**config.mk**
```make
export PLATFORM = sky130hd
export DESIGN_NAME = rtc_ctrl
export DESIGN_NICKNAME = d
export VERILOG_FILES = /design/src/rtl/rtc_ctrl.sv
export SDC_FILE = /design/constraint.sdc
export NUM_CORES = 1
export LEC_CHECK = 0
export CAP_MARGIN = 40
export CORE_MARGIN = 1
export CORE_UTILIZATION = 52
export DETAILED_ROUTE_END_ITERATION = 10
export GPL_TIMING_DRIVEN = 0
export PLACE_DENSITY = 0.77
export REMOVE_ABC_BUFFERS = 1
export SLEW_MARGIN = 10
export SYNTH_ARGS = -nofsm -noshare
export SYNTH_HDL_FRONTEND = slang
export SYNTH_SLANG_ARGS = --single-unit
```
**constraint.sdc**
```tcl
create_clock -name clk -period 6.8 [get_ports clk]
set_input_delay 1.7 -clock clk [delete_from_list [all_inputs] [get_ports clk]]
set_output_delay 1.7 -clock clk [all_outputs]
set_load 0.1 [all_outputs]
```
**src/rtl/rtc_ctrl.sv**
```systemverilog
// SPI command front-end for an RTC: set the time, read back a coherent time
// snapshot, and arm a single sticky alarm that compares against the live time.
module rtc_ctrl #(
   parameter int unsigned HOUR_LIMIT   = 24,
   parameter int unsigned MINSEC_LIMIT = 60
) (
   input  logic       clk,
   input  logic       reset,
   input  logic       cs_n,
   input  logic       rx_valid,
   input  logic [7:0] rx_data,
   output logic [7:0] tx_data,
   output logic       tx_valid,
   input  logic       tx_ready,
   input  logic [7:0] hours,
   input  logic [7:0] minutes,
   input  logic [7:0] seconds,
   output logic       set_load,
   output logic [7:0] set_hours,
   output logic [7:0] set_minutes,
   output logic [7:0] set_seconds,
   output logic       alarm_irq,
   output logic       cmd_err,
   output logic       busy
);

   typedef enum logic [2:0] {
      IDLE   = 3'd0,
      GET_H  = 3'd1,
      GET_M  = 3'd2,
      GET_S  = 3'd3,
      COMMIT = 3'd4,
      SEND_H = 3'd5,
      SEND_M = 3'd6,
      SEND_S = 3'd7
   } state_t;

   localparam logic [7:0] CMD_WRITE_TIME  = 8'h01;
   localparam logic [7:0] CMD_READ_TIME   = 8'h02;
   localparam logic [7:0] CMD_WRITE_ALARM = 8'h03;
   localparam logic [7:0] CMD_CLEAR_ALARM = 8'h04;

   // Time triplets are packed {hours, minutes, seconds}: index 2 is hours.
   logic [2:0][7:0] live;
   logic [2:0][7:0] cap_q, cap_d;
   logic [2:0][7:0] snap_q, snap_d;
   logic [2:0][7:0] set_q, set_d;
   logic [2:0][7:0] alarm_q, alarm_d;

   state_t     state_q, state_d;
   logic       tgt_alarm_q, tgt_alarm_d;
   logic       alarm_en_q, alarm_en_d;
   logic       match_q;
   logic       irq_q, irq_d;
   logic       set_load_q, set_load_d;
   logic       cmd_err_q, cmd_err_d;
   logic       tx_valid_q, tx_valid_d;
   logic [7:0] tx_data_q, tx_data_d;
   logic       busy_q, busy_d;

   logic [2:0] field_ok;
   logic [2:0] field_eq;
   logic       match;
   logic       irq_clear;

   assign live = {hours, minutes, seconds};

   for (genvar gi = 0; gi < 3; gi++) begin : g_field
      localparam int unsigned LIMIT = (gi == 2) ? HOUR_LIMIT : MINSEC_LIMIT;
      assign field_ok[gi] = 32'(cap_q[gi]) < LIMIT;
      assign field_eq[gi] = live[gi] == alarm_q[gi];
   end

   assign match = alarm_en_q & (&field_eq);

   always_comb begin
      state_d     = state_q;
      tgt_alarm_d = tgt_alarm_q;
      cap_d       = cap_q;
      snap_d      = snap_q;
      set_d       = set_q;
      alarm_d     = alarm_q;
      alarm_en_d  = alarm_en_q;
      set_load_d  = 1'b0;
      cmd_err_d   = 1'b0;
      irq_clear   = 1'b0;

      if (cs_n) begin
         state_d = IDLE;
      end else begin
         case (state_q)
            IDLE: begin
               if (rx_valid) begin
                  case (rx_data)
                     CMD_WRITE_TIME: begin
                        tgt_alarm_d = 1'b0;
                        state_d     = GET_H;
                     end
                     CMD_WRITE_ALARM: begin
                        tgt_alarm_d = 1'b1;
                        state_d     = GET_H;
                     end
                     CMD_READ_TIME: begin
                        snap_d  = live;
                        state_d = SEND_H;
                     end
                     CMD_CLEAR_ALARM: begin
                        irq_clear  = 1'b1;
                        alarm_en_d = 1'b0;
                     end
                     default: cmd_err_d = 1'b1;
                  endcase
               end
            end
            GET_H: if (rx_valid) begin
               cap_d[2] = rx_data;
               state_d  = GET_M;
            end
            GET_M: if (rx_valid) begin
               cap_d[1] = rx_data;
               state_d  = GET_S;
            end
            GET_S: if (rx_valid) begin
               cap_d[0] = rx_data;
               state_d  = COMMIT;
            end
            COMMIT: begin
               state_d = IDLE;
               if (&field_ok) begin
                  if (tgt_alarm_q) begin
                     alarm_d    = cap_q;
                     alarm_en_d = 1'b1;
                     irq_clear  = 1'b1;
                  end else begin
                     set_d      = cap_q;
                     set_load_d = 1'b1;
                  end
               end else begin
                  cmd_err_d = 1'b1;
               end
            end
            SEND_H: if (tx_ready) state_d = SEND_M;
            SEND_M: if (tx_ready) state_d = SEND_S;
            SEND_S: if (tx_ready) state_d = IDLE;
            default: state_d = IDLE;
         endcase
      end

      // A clear in the same cycle as a match rise leaves the flag low.
      if (irq_clear)
         irq_d = 1'b0;
      else if (match && !match_q)
         irq_d = 1'b1;
      else
         irq_d = irq_q;

      // Outputs are computed from the next state so they are registered yet
      // line up with the state they belong to.
      busy_d     = (state_d != IDLE);
      tx_valid_d = 1'b0;
      tx_data_d  = 8'h00;
      case (state_d)
         SEND_H: begin tx_valid_d = 1'b1; tx_data_d = snap_d[2]; end
         SEND_M: begin tx_valid_d = 1'b1; tx_data_d = snap_d[1]; end
         SEND_S: begin tx_valid_d = 1'b1; tx_data_d = snap_d[0]; end
         default: ;
      endcase
   end

   always_ff @(posedge clk) begin
      if (reset) begin
         state_q     <= IDLE;
         tgt_alarm_q <= 1'b0;
         cap_q       <= '0;
         snap_q      <= '0;
         set_q       <= '0;
         alarm_q     <= '0;
         alarm_en_q  <= 1'b0;
         match_q     <= 1'b0;
         irq_q       <= 1'b0;
         set_load_q  <= 1'b0;
         cmd_err_q   <= 1'b0;
         tx_valid_q  <= 1'b0;
         tx_data_q   <= 8'h00;
         busy_q      <= 1'b0;
      end else begin
         state_q     <= state_d;
         tgt_alarm_q <= tgt_alarm_d;
         cap_q       <= cap_d;
         snap_q      <= snap_d;
         set_q       <= set_d;
         alarm_q     <= alarm_d;
         alarm_en_q  <= alarm_en_d;
         match_q     <= match;
         irq_q       <= irq_d;
         set_load_q  <= set_load_d;
         cmd_err_q   <= cmd_err_d;
         tx_valid_q  <= tx_valid_d;
         tx_data_q   <= tx_data_d;
         busy_q      <= busy_d;
      end
   end

   assign tx_data     = tx_data_q;
   assign tx_valid    = tx_valid_q;
   assign set_load    = set_load_q;
   assign set_hours   = set_q[2];
   assign set_minutes = set_q[1];
   assign set_seconds = set_q[0];
   assign alarm_irq   = irq_q;
   assign cmd_err     = cmd_err_q;
   assign busy        = busy_q;

endmodule

```
==> metrics.md <==
| Metric | Value |
|---|---|
| Crit end category | `flip-flop` |
| Ys Warns | `0` |
| CP Class | `in -> reg` |
| GPL Wtd Cong | `0.865` |
| DRC | `12` |
| Share of layout cells above drive strength 1 | `0.129` |
| Drt pass-1 iters | `8` |
| Final hold violations | `0` |
| Area added between synthesis and finish | `40.9%` |
| Post-Syn Area | `4770 um^2` |
| Setup TNS | `0 ns` |
| Final Max Slew Viols | `0` |
| Pleak | `2.49 nW` |
| Number of I/O port buffers | `73` |
| Fmax | `253 MHz` |
| Layout fillers | `603` |
| Clk root buf | `clkbuf_8` |
| Inst Count DP | `728` |
| Row Count | `34` |
| Largest net degree at the start of global routing | `67` |
| Commonest cells after routing, fill and taps aside | `dfxtp_1, nand2_1, clkdlybuf4s50_1` |
| Critical-path top delay cell | `or4_1` |
| Worst EP required | `7.22 ns` |
| Final core occ | `0.764` |
| Maximum Capacitance Violations | `0` |
| Clock Latency Late Sink | `0.52 ns` |
| Initial antenna violation count | `0` |
| Vias | `4213` |
| Initial Utilization | `0.542` |
| Post-Route WL | `12.2 mm` |
| Num CTS Buffers | `17` |
| Critical path's top delay family | `simple AND/OR/NAND/NOR gates` |
| Post-detail-place hpwl | `8.54 mm` |
| Min-Delay Path Class | `reg -> reg` |
| Slew margin rel. | `0.502` |
| WL/cell | `16.0 um` |
| Failing checks | `design-rule violations` |
| Die Ht | `97.8 um` |
| Vias in the first global route | `4196` |
| Cts repair resizes | `0` |
| Ys flop type | `dfxtp_1` |
| Max H-tree Level | `4` |
| DR iter-0 viols | `170` |
| Vias per cell | `5.54` |
| Yosys cell types | `47` |
| Asr flop ratio synth | `0` |
| CTS Sinks | `115` |
| Final setup skew | `0.00872 ns` |
| Total global-route track usage | `0.266` |
| Crit path DAT | `4.36 ns` |
| Outcome | `complete, but fails checks` |
| Post-CTS Setup Inserts | `0` |
| Actual slew at the worst max-slew pin | `0.745 ns` |
| Post-route ant nets | `0` |
| Core area | `8810 um^2` |
| Critical Path Max Stage Delay | `0.77 ns` |
| Most common cell after layout, fill and taps aside | `dfxtp_1` |
| Flops & latches, synth | `115` |
| Reg clk slew, reported paths | `0.06 ns` |
| Number of setup violations in the final report | `0` |
| Post-Synthesis Cells | `538` |
| CTS tree | `built` |
| CP Buf/Inv Count | `2` |
| PD cells | `238 nW/um^2` |
| Nets@finish | `676` |
| Min Tclk post-route | `3.95 ns` |
| Area of the die | `9570 um^2` |
| Cts hold-fix bufs | `0` |
| CP Launch Type | `primary input` |
| I/O Pins | `74` |
| Die X | `97.8 um` |
| Maximum vdd drop | `0.000169 V` |
| EDFF count, synth | `0` |
| Clock Path Buffers | `2` |
| CP max FO | `20` |
| Total gr overflow | `0` |
| Syn_area_per_cell | `8.87 um^2` |
| Tcrit/Tclk final | `0.580` |
| First-pass GRT wire length | `20.1 mm` |
| Register area share after synthesis | `0.482` |
| Finished Layout Cells | `760` |
| ANT cells | `0` |
| Critical Path, Cell by Cell | `clkdlybuf4s50_1, nor2b_1, nand2_1, or4_1, buf_16, mux2i_1, o32ai_1` |
| RSZ-0062 raised after global routing | `no` |
## logic make-up after synthesis
family,share of synthesized area
AOI/OAI and AO/OA,0.138
DFF,0.482
buffers and inverters,0.0354
and+or+nand+nor,0.230
xor gates and xnor gates,0.0459
muxes,0.0692
## layer usage
| layer | vias to the layer above | GRT usage | wire length [um] |
|---|---|---|---|
| met5 | - | 0 | 0 |
| met4 | 0 | 0.101 | 158 |
| met3 | 19 | 0.0666 | 773 |
| met2 | 148 | 0.465 | 6090 |
| met1 | 1978 | 0.313 | 5130 |
| li1 | 2068 | - | - |
## worst reg2reg max path, stage by stage, from the launching register on
cell and delay (ns):
dfxtp_1 0.44, nor2b_1 0.25, nand2_1 0.33, or4_1 0.77
buf_16 0.25, mux2i_1 0.14, o32ai_1 0.32
## sequential cells by signal, indices dropped and copies added, names as in the netlist
signal / cells
snap_q: 24
alarm_irq: 1
match_q: 1
state_q: 3
tx_data: 8
cmd_err: 1
tx_valid: 1
tgt_alarm_q: 1
set_load: 1
set_seconds: 8
busy: 1
set_minutes: 8
cap_q: 24
alarm_en_q: 1
set_hours: 8
alarm_q: 24
## path summary, 6_finish.rpt
path,from,to,slack [ns],depth (start not counted)
worst max-delay path,rx_valid,tx_data[2],2.86,7
worst min register to register,set_minutes[1],set_minutes[1],0.45,2
worst max register to register,state_q[0],tx_data[2],4.18,6
worst min-delay path,set_minutes[1],set_minutes[1],0.45,2
## Yosys cell counts, types with 2 or more instances
cell type | n | area share
or4_1 | 11 | 0.017
dfxtp_1 | 115 | 0.48
o2111ai_1 | 8 | 0.015
a211oi_1 | 11 | 0.017
nor4_1 | 2 | 0.0026
o32ai_1 | 8 | 0.015
mux2i_1 | 33 | 0.069
xor2_1 | 2 | 0.0037
inv_1 | 6 | 0.0047
a21oi_1 | 53 | 0.056
and2_1 | 15 | 0.020
nor4_4 | 2 | 0.0089
xnor2_1 | 23 | 0.042
nand3b_1 | 2 | 0.0031
clkbuf_1 | 24 | 0.019
nor3_1 | 3 | 0.0031
nor2b_1 | 5 | 0.0066
buf_4 | 2 | 0.0031
nand2_1 | 111 | 0.087
nor2_1 | 45 | 0.035
a21boi_0 | 8 | 0.013
buf_2 | 5 | 0.0052
nand4_1 | 9 | 0.012
nand2b_1 | 5 | 0.0066
or3_1 | 2 | 0.0026
nand3_1 | 5 | 0.0052
nor3_2 | 2 | 0.0042
o21ai_0 | 2 | 0.0021
## power breakdown
| part | internal (mW) | switching, mW |
|---|---|---|
| Combinational | 0.0304 | 0.0377 |
| Clock | 0.533 | 0.325 |
| Sequential | 0.674 | 0.000225 |
## final cells by class
class | count | area [um^2] | area share
multi-input combinational | 384 | 2310 | 0.344
tap | 108 | 135 | 0.0201
clock inverter | 14 | 154 | 0.0229
timing repair buffer | 115 | 1370 | 0.204
inverter | 6 | 22.5 | 0.00335
sequential | 115 | 2300 | 0.342
clock buffer | 18 | 428 | 0.0636
## per-stage QoR
stage | instance area [um^2] | worst slack (ns) | power [mW] | hold WS [ns]
2_1_floorplan | 4630 | 3.13 | 0.708 | 0.422
3_3_place_gp | 5490 | 0.889 | 0.753 | 0.436
3_5_place_dp | 6140 | 2.31 | 0.756 | 0.440
4_1_cts | 6730 | 2.88 | 1.61 | 0.448
5_1_grt | 6730 | 2.65 | 1.64 | 0.480
6_report | 6730 | 2.86 | 1.60 | 0.449
(Power assumes the default switching activity.)
